[src/rtl/sram_dma_port_arbiter_if.sv]
// SRAM-side bundle shared by the AHB bridge (port A), the DMA word port (port B) and the SRAM macro.
// The slave modport is the arbiter's view; master is the view of the surrounding subsystem.
interface sram_dma_port_arbiter_if #(
  parameter int unsigned AW = 16
);
  localparam int unsigned WAW = AW - 2;

  // Port A: AHB-to-SRAM bridge
  logic           A_SRAMCS;
  logic [3:0]     A_SRAMWEN;
  logic [WAW-1:0] A_SRAMADDR;
  logic [31:0]    A_SRAMWDATA;
  logic [31:0]    A_SRAMRDATA;

  // Port B: DMA word access
  logic           B_REQ;
  logic           B_WRITE;
  logic [3:0]     B_WEN;
  logic [WAW-1:0] B_ADDR;
  logic [31:0]    B_WDATA;
  logic           B_GNT;
  logic           B_RVALID;
  logic [31:0]    B_RDATA;

  // SRAM macro
  logic           SRAMCS;
  logic [3:0]     SRAMWEN;
  logic [WAW-1:0] SRAMADDR;
  logic [31:0]    SRAMWDATA;
  logic [31:0]    SRAMRDATA;

  // Stall/status towards the subsystem wrapper
  logic           AHB_STALL;
  logic           STARVE_CNT_SAT;

  modport slave (
    input  A_SRAMCS, A_SRAMWEN, A_SRAMADDR, A_SRAMWDATA,
    output A_SRAMRDATA,
    input  B_REQ, B_WRITE, B_WEN, B_ADDR, B_WDATA,
    output B_GNT, B_RVALID, B_RDATA,
    output SRAMCS, SRAMWEN, SRAMADDR, SRAMWDATA,
    input  SRAMRDATA,
    output AHB_STALL, STARVE_CNT_SAT
  );

  modport master (
    output A_SRAMCS, A_SRAMWEN, A_SRAMADDR, A_SRAMWDATA,
    input  A_SRAMRDATA,
    output B_REQ, B_WRITE, B_WEN, B_ADDR, B_WDATA,
    input  B_GNT, B_RVALID, B_RDATA,
    input  SRAMCS, SRAMWEN, SRAMADDR, SRAMWDATA,
    output SRAMRDATA,
    input  AHB_STALL, STARVE_CNT_SAT
  );
endinterface

[src/rtl/sram_dma_port_arbiter.sv]
// Single-port SRAM arbiter: AHB bridge (port A) has fixed priority and a combinational path,
// DMA (port B) takes idle cycles; a starvation FSM stalls the AHB bus for two cycles.
module sram_dma_port_arbiter #(
  parameter int unsigned AW           = 16,
  parameter int unsigned STARVE_LIMIT = 8
) (
  input logic                   HCLK,
  input logic                   HRESET,
  sram_dma_port_arbiter_if.slave bus
);

  localparam int unsigned WAW = AW - 2;
  localparam int unsigned CW  = 8;

  typedef enum logic [1:0] {
    S_IDLE   = 2'd0,
    S_WAIT   = 2'd1,
    S_STALL1 = 2'd2,
    S_STALL2 = 2'd3
  } state_t;

  state_t         state_q;
  state_t         state_d;
  logic [CW-1:0]  cnt_q;
  logic [CW-1:0]  cnt_d;
  logic           b_gnt;
  logic [WAW-1:0] b_addr;
  logic           ahb_stall_q;
  logic           starve_sat_q;
  logic           b_rvalid_q;
  logic           stall_d;

  assign b_gnt  = bus.B_REQ & ~bus.A_SRAMCS;
  assign b_addr = bus.B_ADDR;

  assign bus.B_GNT          = b_gnt;
  assign bus.A_SRAMRDATA    = bus.SRAMRDATA;
  assign bus.B_RDATA        = bus.SRAMRDATA;
  assign bus.B_RVALID       = b_rvalid_q;
  assign bus.AHB_STALL      = ahb_stall_q;
  assign bus.STARVE_CNT_SAT = starve_sat_q;

  // SRAM mux; address/data default to port A so the bridge path has no extra muxing when idle
  always_comb begin
    bus.SRAMCS    = 1'b0;
    bus.SRAMWEN   = 4'b0000;
    bus.SRAMADDR  = bus.A_SRAMADDR;
    bus.SRAMWDATA = bus.A_SRAMWDATA;
    if (bus.A_SRAMCS) begin
      bus.SRAMCS  = 1'b1;
      bus.SRAMWEN = bus.A_SRAMWEN;
    end else if (b_gnt) begin
      bus.SRAMCS    = 1'b1;
      bus.SRAMADDR  = b_addr;
      bus.SRAMWDATA = bus.B_WDATA;
      bus.SRAMWEN   = bus.B_WRITE ? bus.B_WEN : 4'b0000;
    end
  end

  // Starvation FSM: counts blocked DMA cycles, saturating into a two-cycle AHB stall
  always_comb begin
    state_d = state_q;
    cnt_d   = cnt_q;
    unique case (state_q)
      S_IDLE: begin
        cnt_d = '0;
        if (bus.B_REQ && bus.A_SRAMCS) begin
          state_d = S_WAIT;
          cnt_d   = CW'(1);
        end
      end
      S_WAIT: begin
        if (b_gnt || !bus.B_REQ) begin
          state_d = S_IDLE;
          cnt_d   = '0;
        end else if (cnt_q == CW'(STARVE_LIMIT)) begin
          state_d = S_STALL1;
          cnt_d   = '0;
        end else begin
          cnt_d = cnt_q + CW'(1);
        end
      end
      S_STALL1: begin
        state_d = S_STALL2;
        cnt_d   = '0;
      end
      S_STALL2: begin
        // a still-asserted A_SRAMCS here is a bridge violation; counting restarts from IDLE
        state_d = S_IDLE;
        cnt_d   = '0;
      end
      default: begin
        state_d = S_IDLE;
        cnt_d   = '0;
      end
    endcase
  end

  assign stall_d = (state_d == S_STALL1) || (state_d == S_STALL2);

  always_ff @(posedge HCLK or posedge HRESET) begin
    if (HRESET) begin
      state_q      <= S_IDLE;
      cnt_q        <= '0;
      ahb_stall_q  <= 1'b0;
      starve_sat_q <= 1'b0;
      b_rvalid_q   <= 1'b0;
    end else begin
      state_q      <= state_d;
      cnt_q        <= cnt_d;
      ahb_stall_q  <= stall_d;
      starve_sat_q <= starve_sat_q | (state_d == S_STALL1);
      b_rvalid_q   <= b_gnt & ~bus.B_WRITE;
    end
  end

endmodule
[src/flat_wrapper.sv]
// flat-port wrapper written by rule: the top's interface ports become plain ports
module sram_dma_port_arbiter_flat 
#(
  parameter int unsigned AW           = 16,
  parameter int unsigned STARVE_LIMIT = 8
)
  (HCLK, HRESET, bus_A_SRAMCS, bus_A_SRAMWEN, bus_A_SRAMADDR, bus_A_SRAMWDATA, bus_A_SRAMRDATA, bus_B_REQ, bus_B_WRITE, bus_B_WEN, bus_B_ADDR, bus_B_WDATA, bus_B_GNT, bus_B_RVALID, bus_B_RDATA, bus_SRAMCS, bus_SRAMWEN, bus_SRAMADDR, bus_SRAMWDATA, bus_SRAMRDATA, bus_AHB_STALL, bus_STARVE_CNT_SAT);
  sram_dma_port_arbiter_if #(.AW(AW)) bus_i ();
  input logic HCLK;
  input logic HRESET;
  input wire logic [$bits(bus_i.A_SRAMCS)-1:0] bus_A_SRAMCS;
  input wire logic [$bits(bus_i.A_SRAMWEN)-1:0] bus_A_SRAMWEN;
  input wire logic [$bits(bus_i.A_SRAMADDR)-1:0] bus_A_SRAMADDR;
  input wire logic [$bits(bus_i.A_SRAMWDATA)-1:0] bus_A_SRAMWDATA;
  output wire logic [$bits(bus_i.A_SRAMRDATA)-1:0] bus_A_SRAMRDATA;
  input wire logic [$bits(bus_i.B_REQ)-1:0] bus_B_REQ;
  input wire logic [$bits(bus_i.B_WRITE)-1:0] bus_B_WRITE;
  input wire logic [$bits(bus_i.B_WEN)-1:0] bus_B_WEN;
  input wire logic [$bits(bus_i.B_ADDR)-1:0] bus_B_ADDR;
  input wire logic [$bits(bus_i.B_WDATA)-1:0] bus_B_WDATA;
  output wire logic [$bits(bus_i.B_GNT)-1:0] bus_B_GNT;
  output wire logic [$bits(bus_i.B_RVALID)-1:0] bus_B_RVALID;
  output wire logic [$bits(bus_i.B_RDATA)-1:0] bus_B_RDATA;
  output wire logic [$bits(bus_i.SRAMCS)-1:0] bus_SRAMCS;
  output wire logic [$bits(bus_i.SRAMWEN)-1:0] bus_SRAMWEN;
  output wire logic [$bits(bus_i.SRAMADDR)-1:0] bus_SRAMADDR;
  output wire logic [$bits(bus_i.SRAMWDATA)-1:0] bus_SRAMWDATA;
  input wire logic [$bits(bus_i.SRAMRDATA)-1:0] bus_SRAMRDATA;
  output wire logic [$bits(bus_i.AHB_STALL)-1:0] bus_AHB_STALL;
  output wire logic [$bits(bus_i.STARVE_CNT_SAT)-1:0] bus_STARVE_CNT_SAT;
  assign bus_i.A_SRAMCS = bus_A_SRAMCS;
  assign bus_i.A_SRAMWEN = bus_A_SRAMWEN;
  assign bus_i.A_SRAMADDR = bus_A_SRAMADDR;
  assign bus_i.A_SRAMWDATA = bus_A_SRAMWDATA;
  assign bus_A_SRAMRDATA = bus_i.A_SRAMRDATA;
  assign bus_i.B_REQ = bus_B_REQ;
  assign bus_i.B_WRITE = bus_B_WRITE;
  assign bus_i.B_WEN = bus_B_WEN;
  assign bus_i.B_ADDR = bus_B_ADDR;
  assign bus_i.B_WDATA = bus_B_WDATA;
  assign bus_B_GNT = bus_i.B_GNT;
  assign bus_B_RVALID = bus_i.B_RVALID;
  assign bus_B_RDATA = bus_i.B_RDATA;
  assign bus_SRAMCS = bus_i.SRAMCS;
  assign bus_SRAMWEN = bus_i.SRAMWEN;
  assign bus_SRAMADDR = bus_i.SRAMADDR;
  assign bus_SRAMWDATA = bus_i.SRAMWDATA;
  assign bus_i.SRAMRDATA = bus_SRAMRDATA;
  assign bus_AHB_STALL = bus_i.AHB_STALL;
  assign bus_STARVE_CNT_SAT = bus_i.STARVE_CNT_SAT;
  sram_dma_port_arbiter #(.AW(AW), .STARVE_LIMIT(STARVE_LIMIT)) u_core (.HCLK(HCLK), .HRESET(HRESET), .bus(bus_i));
endmodule
[config.mk]
export PLATFORM = sky130hd
export DESIGN_NAME = sram_dma_port_arbiter_flat
export DESIGN_NICKNAME = d
export VERILOG_FILES = /design/src/rtl/sram_dma_port_arbiter_if.sv /design/src/rtl/sram_dma_port_arbiter.sv /design/src/flat_wrapper.sv
export SDC_FILE = /design/constraint.sdc
export NUM_CORES = 1
export LEC_CHECK = 0
export BUFFER_PORTS_ARGS = -buffer_cell sky130_fd_sc_hd__buf_2
export CAP_MARGIN = 25
export CORE_AREA = 8 8 92 94
export DETAILED_ROUTE_END_ITERATION = 10
export DIE_AREA = 0 0 100 102
export GPL_ROUTABILITY_DRIVEN = 0
export PLACE_DENSITY = 0.72
export REMOVE_ABC_BUFFERS = 1
export SLEW_MARGIN = 10
export SYNTH_ARGS = -nofsm -noshare
export SYNTH_HDL_FRONTEND = slang
export SYNTH_SLANG_ARGS = --single-unit
[constraint.sdc]
create_clock -name HCLK -period 1.43 [get_ports HCLK]
set_input_delay 0.2145 -clock HCLK [delete_from_list [all_inputs] [get_ports HCLK]]
set_output_delay 0.2145 -clock HCLK [all_outputs]
set_load 0.05 [all_outputs]
# Word-level counts from Yosys, hierarchy flattened
# Index checks and enable logic that the tools add are counted.
dict set report totals {
  wordCells 40
  output_inout_bits 119
  reg_bits 13
  in_bits 137
}
dict set report classes {
  eq_ne 6
  n_addsub 1
  n_reduce_logical 6
  bitwise_logic 5
  muxes 17
}
# op n
set ops {}
lappend ops {{$mux 32} 2}
lappend ops {{$mux 14} 2}
lappend ops {{$pmux 8 s3} 1}
lappend ops {{$mux 8} 2}
lappend ops {{$mux 4} 3}
lappend ops {{$add 8x1->8 const B} 1}
lappend ops {{$eq 2x2->1 const B} 4}
lappend ops {{$eq 8x4->1 const B} 1}
lappend ops {{$pmux 2 s4} 1}
lappend ops {{$mux 2} 3}
lappend ops {{$mux 1} 3}
lappend ops {{$and 1x1->1} 2}
lappend ops {{$eq 2x1->1 const B} 1}
lappend ops {{$logic_not 2->1} 1}
lappend ops {{$logic_or 1x1->1} 2}
lappend ops {{$not 1->1} 2}
lappend ops {{$reduce_or 2->1} 1}
lappend ops {{$logic_and 1x1->1} 1}
lappend ops {{$logic_not 1->1} 1}
lappend ops {{$or 1x1->1} 1}

# Depth between registers and ports, before layout
# Gate-level depths: netlist (run 1).
dict set report logic_depth {
  word_depth 7
  depth_mapped 5
}

# Worst setup path after synthesis (run 1)
# OpenSTA, ideal clock, no wires.
dict set report synth_timing {
  kind {input-to-output}
  startpoint {in bus_B_REQ}
  endpoint {out bus_SRAMWEN[0]}
  path_slack_ps -303
  required_ps 1216
  path_stages 3
  path_buffers 1
  arrival_time_ps 1519
  cell_sequence {buf_2 > nand3_1 > o21ai_0}
}
dict set report synth_via {
  elab_chain_cells 3
}
# item line_no
set synth_lines {}
lappend synth_lines {{start, declared} flat_wrapper.sv:16} ;# input wire logic [$bits(bus_i.B_REQ)-1:0] bus_B_REQ;
lappend synth_lines {{$and 1x1->1} sram_dma_port_arbiter.sv:33} ;# assign b_gnt = bus.B_REQ & ~bus.A_SRAMCS;
lappend synth_lines {{$mux 4} sram_dma_port_arbiter.sv:52} ;# end else if (b_gnt) begin
lappend synth_lines {{$mux 4} sram_dma_port_arbiter.sv:49} ;# if (bus.A_SRAMCS) begin
lappend synth_lines {{end, declared} flat_wrapper.sv:25} ;# output wire logic [$bits(bus_i.SRAMWEN)-1:0] bus_SRAMWEN;
# Every way passes these cells.

# Worst setup path in the final report (run 1)
dict set report layout_timing {
  startpoint {reg u_core.cnt_q[0]}
  endpoint {reg u_core.cnt_q[7]}
}
dict set report layout_via {
  elab_chain_cells 4
  word_cells_on_any_way 5
  classes_between {1 x add/sub; 1 x eq/ne; 3 x mux}
}
# item line_no
set layout_lines {}
lappend layout_lines {{start, declared} sram_dma_port_arbiter.sv:24} ;# logic [CW-1:0] cnt_q;
lappend layout_lines {{start signal, assigned} sram_dma_port_arbiter.sv:110} ;# cnt_q <= cnt_d;
lappend layout_lines {{$add 8x1->8 / $eq 8x4->1 (equally long branches)} {sram_dma_port_arbiter.sv:80, sram_dma_port_arbiter.sv:76}}
lappend layout_lines {{$mux 8 *} sram_dma_port_arbiter.sv:76} ;# end else if (cnt_q == CW'(STARVE_LIMIT)) begin
lappend layout_lines {{$mux 8 *} sram_dma_port_arbiter.sv:73} ;# if (b_gnt || !bus.B_REQ) begin
lappend layout_lines {{$pmux 8 s3 *} sram_dma_port_arbiter.sv:64} ;# unique case (state_q)
lappend layout_lines {{net u_core.cnt_d[7]} sram_dma_port_arbiter.sv:25} ;# logic [CW-1:0] cnt_d;
# The timed path passes the listed nets; every way through them passes the cells marked *.

==> impl_metrics.toml, run 1 <==
[layout]
n_antenna_cell = 0
final_layout_size_suffix_gt1_share_pct = 77.8
finish.utilization_pct = 44.6
nNetsFinal = 446
areaGrowthSynthToFinish_pct = 82.1
layout_common_cells = "111 x buf_2, 46 x mux2_4, 46 x buf_8, 13 x buf_4, 13 x dfrtp_1"
layout_commonest_cell = "buf_2"

[job]
max_cap_violations = 0

[worst_setup_path]
path_class = "reg2reg"
rr_worst_depth = 6
r2r-start = "u_core.cnt_q[0]"
required_ns = 1.55
arrival_ns = 1.60
setup.worst_path.start_class = "register"
critPathMaxFanout = 5
worstReg2RegEnd = "u_core.cnt_q[7]"
r2r_slack_ns = -0.04
endpoint_kind = "register"

[drt]
first_pass_iters = 6
routed_via_density = 4.67
drt_iter0_markers = 66
final_antenna_net_count = 0
postRouteWirelength_mm = 10.3
vias = 1890
routedWlPerCell_um = 25.5
remaining_drc_errors = 0

[sta]
fmax_ghz = 0.679
relSlewSlack_pct = 64.2
setup_viol = 33
tns_ns = -0.508
fin_crit_sh_pct = 103
fin_crit_ns = 1.47
rsz0062_at_grt = "yes"
whs_ns = -0.000953
slew_viol_final = 0
setup_ws_ns = -0.0427
tightest_slew_ns = 0.537
hold_violations = 2
fin_skew_ns = 0.00147

[status]
outcome = "finished, violations left"
violations = "negative hold slack, negative setup slack"

[power_and_ir_drop]
static-leakage-power_nw = 1.62
ir_worst_vdd_v = 0.000339
p_int_mw = 1.19
combPwrFrac_pct = 64.8
clkPwrFrac_pct = 16.5
power_density_nw_per_um2 = 647
seqPwrFrac_pct = 18.6
p_sw_mw = 0.849
p_sw_share_pct = 41.7
total_power_mw = 2.04

[synthesis]
postSynthCellCount = 192
synth_top_area_share_pct = 30.0
synth_edf_count = 0
synth_top_area_cell = "mux2_2"
synth_cell_types = 28
synth_seq_cells = 13
async_flop_share_pct = 100
ys_seq_area_share_pct = 18.8
syn_area_per_cell_um2 = 9.01
syn_area_um2 = 1730
yosys-top-cells-area = "mux2_2 30%, buf_4 29%, dfrtp_1 19%"
yosysWarnings = 0
synth-main-ff-cell = "dfrtp_1"

[floorplanning]
die-area_um2 = 10200
die_w_um = 100
die_h_um = 102
core_um2 = 7060
rows = 31
initial_core_util_pct = 24.5
io_pins = 256

[clocking]
clock_latency_ns = 0.24
cts-buffers-inserted = 3
htreeDepth = 1
cts-root-buf = "clkbuf_8"
numClockSinks = 13
clockBufferDepth = 2
cts_tree = "built"
clk_pin_slew_worst_paths_ns = 0.06

[global_route]
grt_pass1_wl_mm = 13.3
use_met3_pct = 15.4
grt_use_met2_pct = 23.2
top_usage_layer = "met2"
use_met1_pct = 22.0
grt_max_degree = 27
antenna_found_initial = 0
grt_pass1_vias = 2104
grt_util_all_layers_pct = 18.1
grt_remaining_overflow = 0

[worst_hold_path]
min_path_type = "in2async"

[place]
post-place-ws_ns = -0.194
io_buffer_count = 159
post-dp-hpwl_mm = 8.61
==> stage by stage <==
stage	cells	instance area, µm²	hold slack (ns)
floorplan	121	1210	0.0915
global placement	393	2260	0.260
detailed placement	393	2260	0.277
CTS	397	2600	0.0166
global route	405	3150	0.0449
finish	405	3150	-0.000953
==> how the worst max path moves through the flow <==
stage                             end  cells past startpoint       startpoint  slack, ns
floorplan             bus_SRAMADDR[0]                      2     bus_A_SRAMCS      -2.46
detailed placement    u_core.cnt_q[3]                      5  u_core.cnt_q[1]      -0.19
finish                u_core.cnt_q[7]                      6  u_core.cnt_q[0]      -0.04
global placement      u_core.cnt_q[3]                      5  u_core.cnt_q[0]      -0.12
CTS                 bus_SRAMWDATA[19]                      5     bus_A_SRAMCS      -0.05
global route          u_core.cnt_q[7]                      6  u_core.cnt_q[0]      -0.11
==> power groups by stage <==
stage / sequential [mW] / combinational (mW) / clock (mW)
global placement: 0.384 / 0.923 / 0
detailed placement: 0.385 / 0.930 / 0
global route: 0.379 / 1.37 / 0.364
CTS: 0.379 / 1.08 / 0.344
floorplan: 0.389 / 0.586 / 0
finish: 0.379 / 1.32 / 0.337
==> cells in the mapped netlist, types with 2 or more instances <==
library cell   n
inv_1          6
nor2_1         4
nand3_1        8
a21oi_1        6
nand2_1        6
nor2b_1        2
or3_1          3
ha_1           2
o22ai_1        3
buf_2          3
mux2_2        46
buf_4         67
o21ai_0        9
dfrtp_1       13
==> cell families after synthesis <==
logic type	share of synthesized area, %
mux	30.0
simple gates	9.84
xor+xnor	1.01
fa+ha+maj	1.45
flops	18.8
compound gates	7.45
buf+inv	31.5
==> sequential cells by signal, indices dropped and copies added (netlist names) <==
| signal | cells |
|---|---|
| u_core.cnt_q | 8 |
| u_core.bus.STARVE_CNT_SAT | 1 |
| u_core.bus.B_RVALID | 1 |
| u_core.state_q | 2 |
| u_core.bus.AHB_STALL | 1 |
==> area by class of cell <==
class / instances / area [µm²]
Timing Repair Buffer: 181 / 1580
Sequential cell: 13 / 325
Multi-Input combinational cell: 102 / 1060
Inverter: 6 / 22.5
Fill cell: 667 / 3910
Tap cell: 99 / 124
Clock buffer: 4 / 45.0
==> metal layers <==
| metal | vias up | wire (µm) |
|---|---|---|
| met5 | - | 0 |
| li1 | 824 | - |
| met2 | 190 | 4200 |
| met1 | 867 | 3880 |
| met3 | 9 | 2140 |
| met4 | 0 | 116 |
==> critical path, cell delays in order (launching register included) <==
cell and delay, ns:
dfrtp_1 0.37, inv_1 0.07, ha_1 0.14, or3b_4 0.41, o21bai_1 0.15, buf_4 0.16
a21oi_1 0.05
==> timing repair <==
item | 4_1_cts | 5_1_grt
setup buffers | 0 | 2
pin swaps | 2 | 0
gates resized for setup | 94 | 103
endpoints found under the hold margin | 0 | 0
hold buffers | 0 | 0
endpoints found under the setup margin | 56 | 56
cloned | 0 | 6
No activity file was read; power rests on OpenSTA's default activity.
==> run 2, diff against run 1 <==
PLACE_DENSITY = 0.69   (was 0.72)
clock period = 1.6 ns   (was 1.43 ns; I/O delays follow)
==> impl_metrics.toml, run 2 (synthesized netlist as in run 1, its figures left out) <==
[status]
outcome = "completed"

[power_and_ir_drop]
ir_worst_vdd_v = 0.000272
p_int_mw = 0.786
power_density_nw_per_um2 = 636
total_power_mw = 1.48
static-leakage-power_nw = 1.20
clkPwrFrac_pct = 20.3
p_sw_mw = 0.690
p_sw_share_pct = 46.7
combPwrFrac_pct = 56.8
seqPwrFrac_pct = 22.9

[worst_setup_path]
setup.worst_path.start_class = "primary input"
required_ns = 1.36
cp.depth = 5
slowest_delay_ns = 0.39
crit_chain = "buf_2, nor2b_4, buf_12, mux2_2, buf_2"
rr_worst_depth = 6
path_delay_family = "buffers and inverters"
cpMaxStageDelayCell = "mux2_2"
path_buf_inv = 3
path_class = "in2out"
cpMostUsedCell = "buf_2"
critPathMaxFanout = 20
endpoint_kind = "output port"
arrival_ns = 1.34

[sta]
fmax_ghz = 0.633
fin_crit_sh_pct = 98.7
slew_viol_final = 0
setup_viol = 0
fin_crit_ns = 1.58
relSlewSlack_pct = 66.9
tightest_slew_ns = 0.496
hold_violations = 0
rsz0062_at_grt = "no"
fin_skew_ns = 0.00406
whs_ns = 0.00409

[layout]
multi_input_area_um2 = 873
nFillCells = 791
n_antenna_cell = 0
nNetsFinal = 437
largest_register = "u_core.cnt_q"
layout_common_cells = "155 x buf_2, 46 x mux2_2, 15 x buf_4, 13 x dfrtp_1, 9 x o21ai_0"
layout_commonest_cell = "buf_2"
seqCellArea_um2 = 325
areaGrowthSynthToFinish_pct = 34.2
largest_reg_flops = 8
top_regs = "u_core.cnt_q x8, u_core.state_q x2"
final_layout_size_suffix_gt1_share_pct = 77.1
fin_area_um2 = 2320

[floorplanning]
core_um2 = 7060
rows = 31
die-area_um2 = 10200
die_h_um = 102
io_pins = 256
die_w_um = 100
initial_core_util_pct = 24.5

[clocking]
cts-buffers-inserted = 3
post-cts-setup-buffers = 0
cts-root-buf = "clkbuf_8"
htreeDepth = 1
numClockSinks = 13
clock_latency_ns = 0.25
cts_tree = "built"
clk_pin_slew_worst_paths_ns = 0.06
clockBufferDepth = 2
hold_buffers = 0

[place]
place_area_um2 = 2260
post-dp-hpwl_mm = 8.57
io_buffer_count = 159

[job]
max_cap_violations = 0

[drt]
vias = 1780
postRouteWirelength_mm = 9.50
remaining_drc_errors = 0
drt_iter0_markers = 84
first_pass_iters = 4
routedWlPerCell_um = 24.0
routed_via_density = 4.49
final_antenna_net_count = 0

[global_route]
grt_util_all_layers_pct = 17.9
grt_pass1_wl_mm = 13.1
grt_pass1_vias = 2081
grt_max_degree = 29
grt_remaining_overflow = 0
antenna_found_initial = 0

[worst_hold_path]
min_path_type = "in2async"
run 2: layout make-up:
| cell class | instances | area share [%] |
|---|---|---|
| tap | 99 | 5.34 |
| multi-input combinational | 102 | 37.6 |
| clock buffer | 3 | 1.78 |
| inverter | 6 | 0.971 |
| clock inverter | 1 | 0.216 |
| sequential | 13 | 14.0 |
| timing repair buffer | 172 | 40.0 |
run 2: stage by stage:
stage | util, % | instances | setup TNS [ns] | setup slack, ns
2_1_floorplan | - | 121 | -111.30 | -2.35
4_1_cts | 32.7 | 396 | 0 | 0.0141
3_5_place_dp | 32.0 | 392 | -0.0550 | -0.0288
5_1_grt | 32.9 | 396 | 0 | 0.000170
3_3_place_gp | 32.0 | 392 | -0.00286 | -0.00286
6_report | 32.9 | 396 | 0 | 0.0205
run 2: worst reg2reg max path, cell delays in order (launching register included):
cell	delay [ns]
dfrtp_1	0.38
inv_1	0.07
ha_1	0.15
or3b_4	0.41
buf_4	0.15
o21ai_0	0.15
a21oi_1	0.09
run 2: metal layers:
layer / GRT usage (%) / vias to the layer above / routed length, µm
li1: - / 802 / -
met2: 21.7 / 177 / 3370
met5: 3.06 / - / 0
met4: 2.79 / 0 / 81
met1: 23.2 / 795 / 4310
met3: 14.6 / 6 / 1740
run 2: path summary, 6_finish.rpt:
path,startpoint,to,slack [ns]
min in group HCLK,bus_B_WRITE,u_core.bus.B_RVALID,0.20
max,bus_B_REQ,bus_SRAMWDATA[23],0.02
min reg2reg,u_core.bus.STARVE_CNT_SAT,u_core.bus.STARVE_CNT_SAT,0.47
max reg2reg,u_core.cnt_q[0],u_core.cnt_q[0],0.08
max in group asynchronous,HRESET,u_core.cnt_q[7],1.26
min,HRESET,u_core.bus.B_RVALID,0.004
run 2: power groups by stage:
stage | combinational (mW) | clock [mW] | sequential [mW]
final | 0.838 | 0.299 | 0.338
after detailed placement | 0.835 | 0 | 0.344
after global routing | 0.881 | 0.333 | 0.339
after CTS | 0.841 | 0.306 | 0.338
after global placement | 0.833 | 0 | 0.344
after floorplan | 0.523 | 0 | 0.348
run 2: timing repair:
item,in CTS,in global routing
pin swaps,1,0
setup endpoints to repair,7,8
resized for setup,2,9
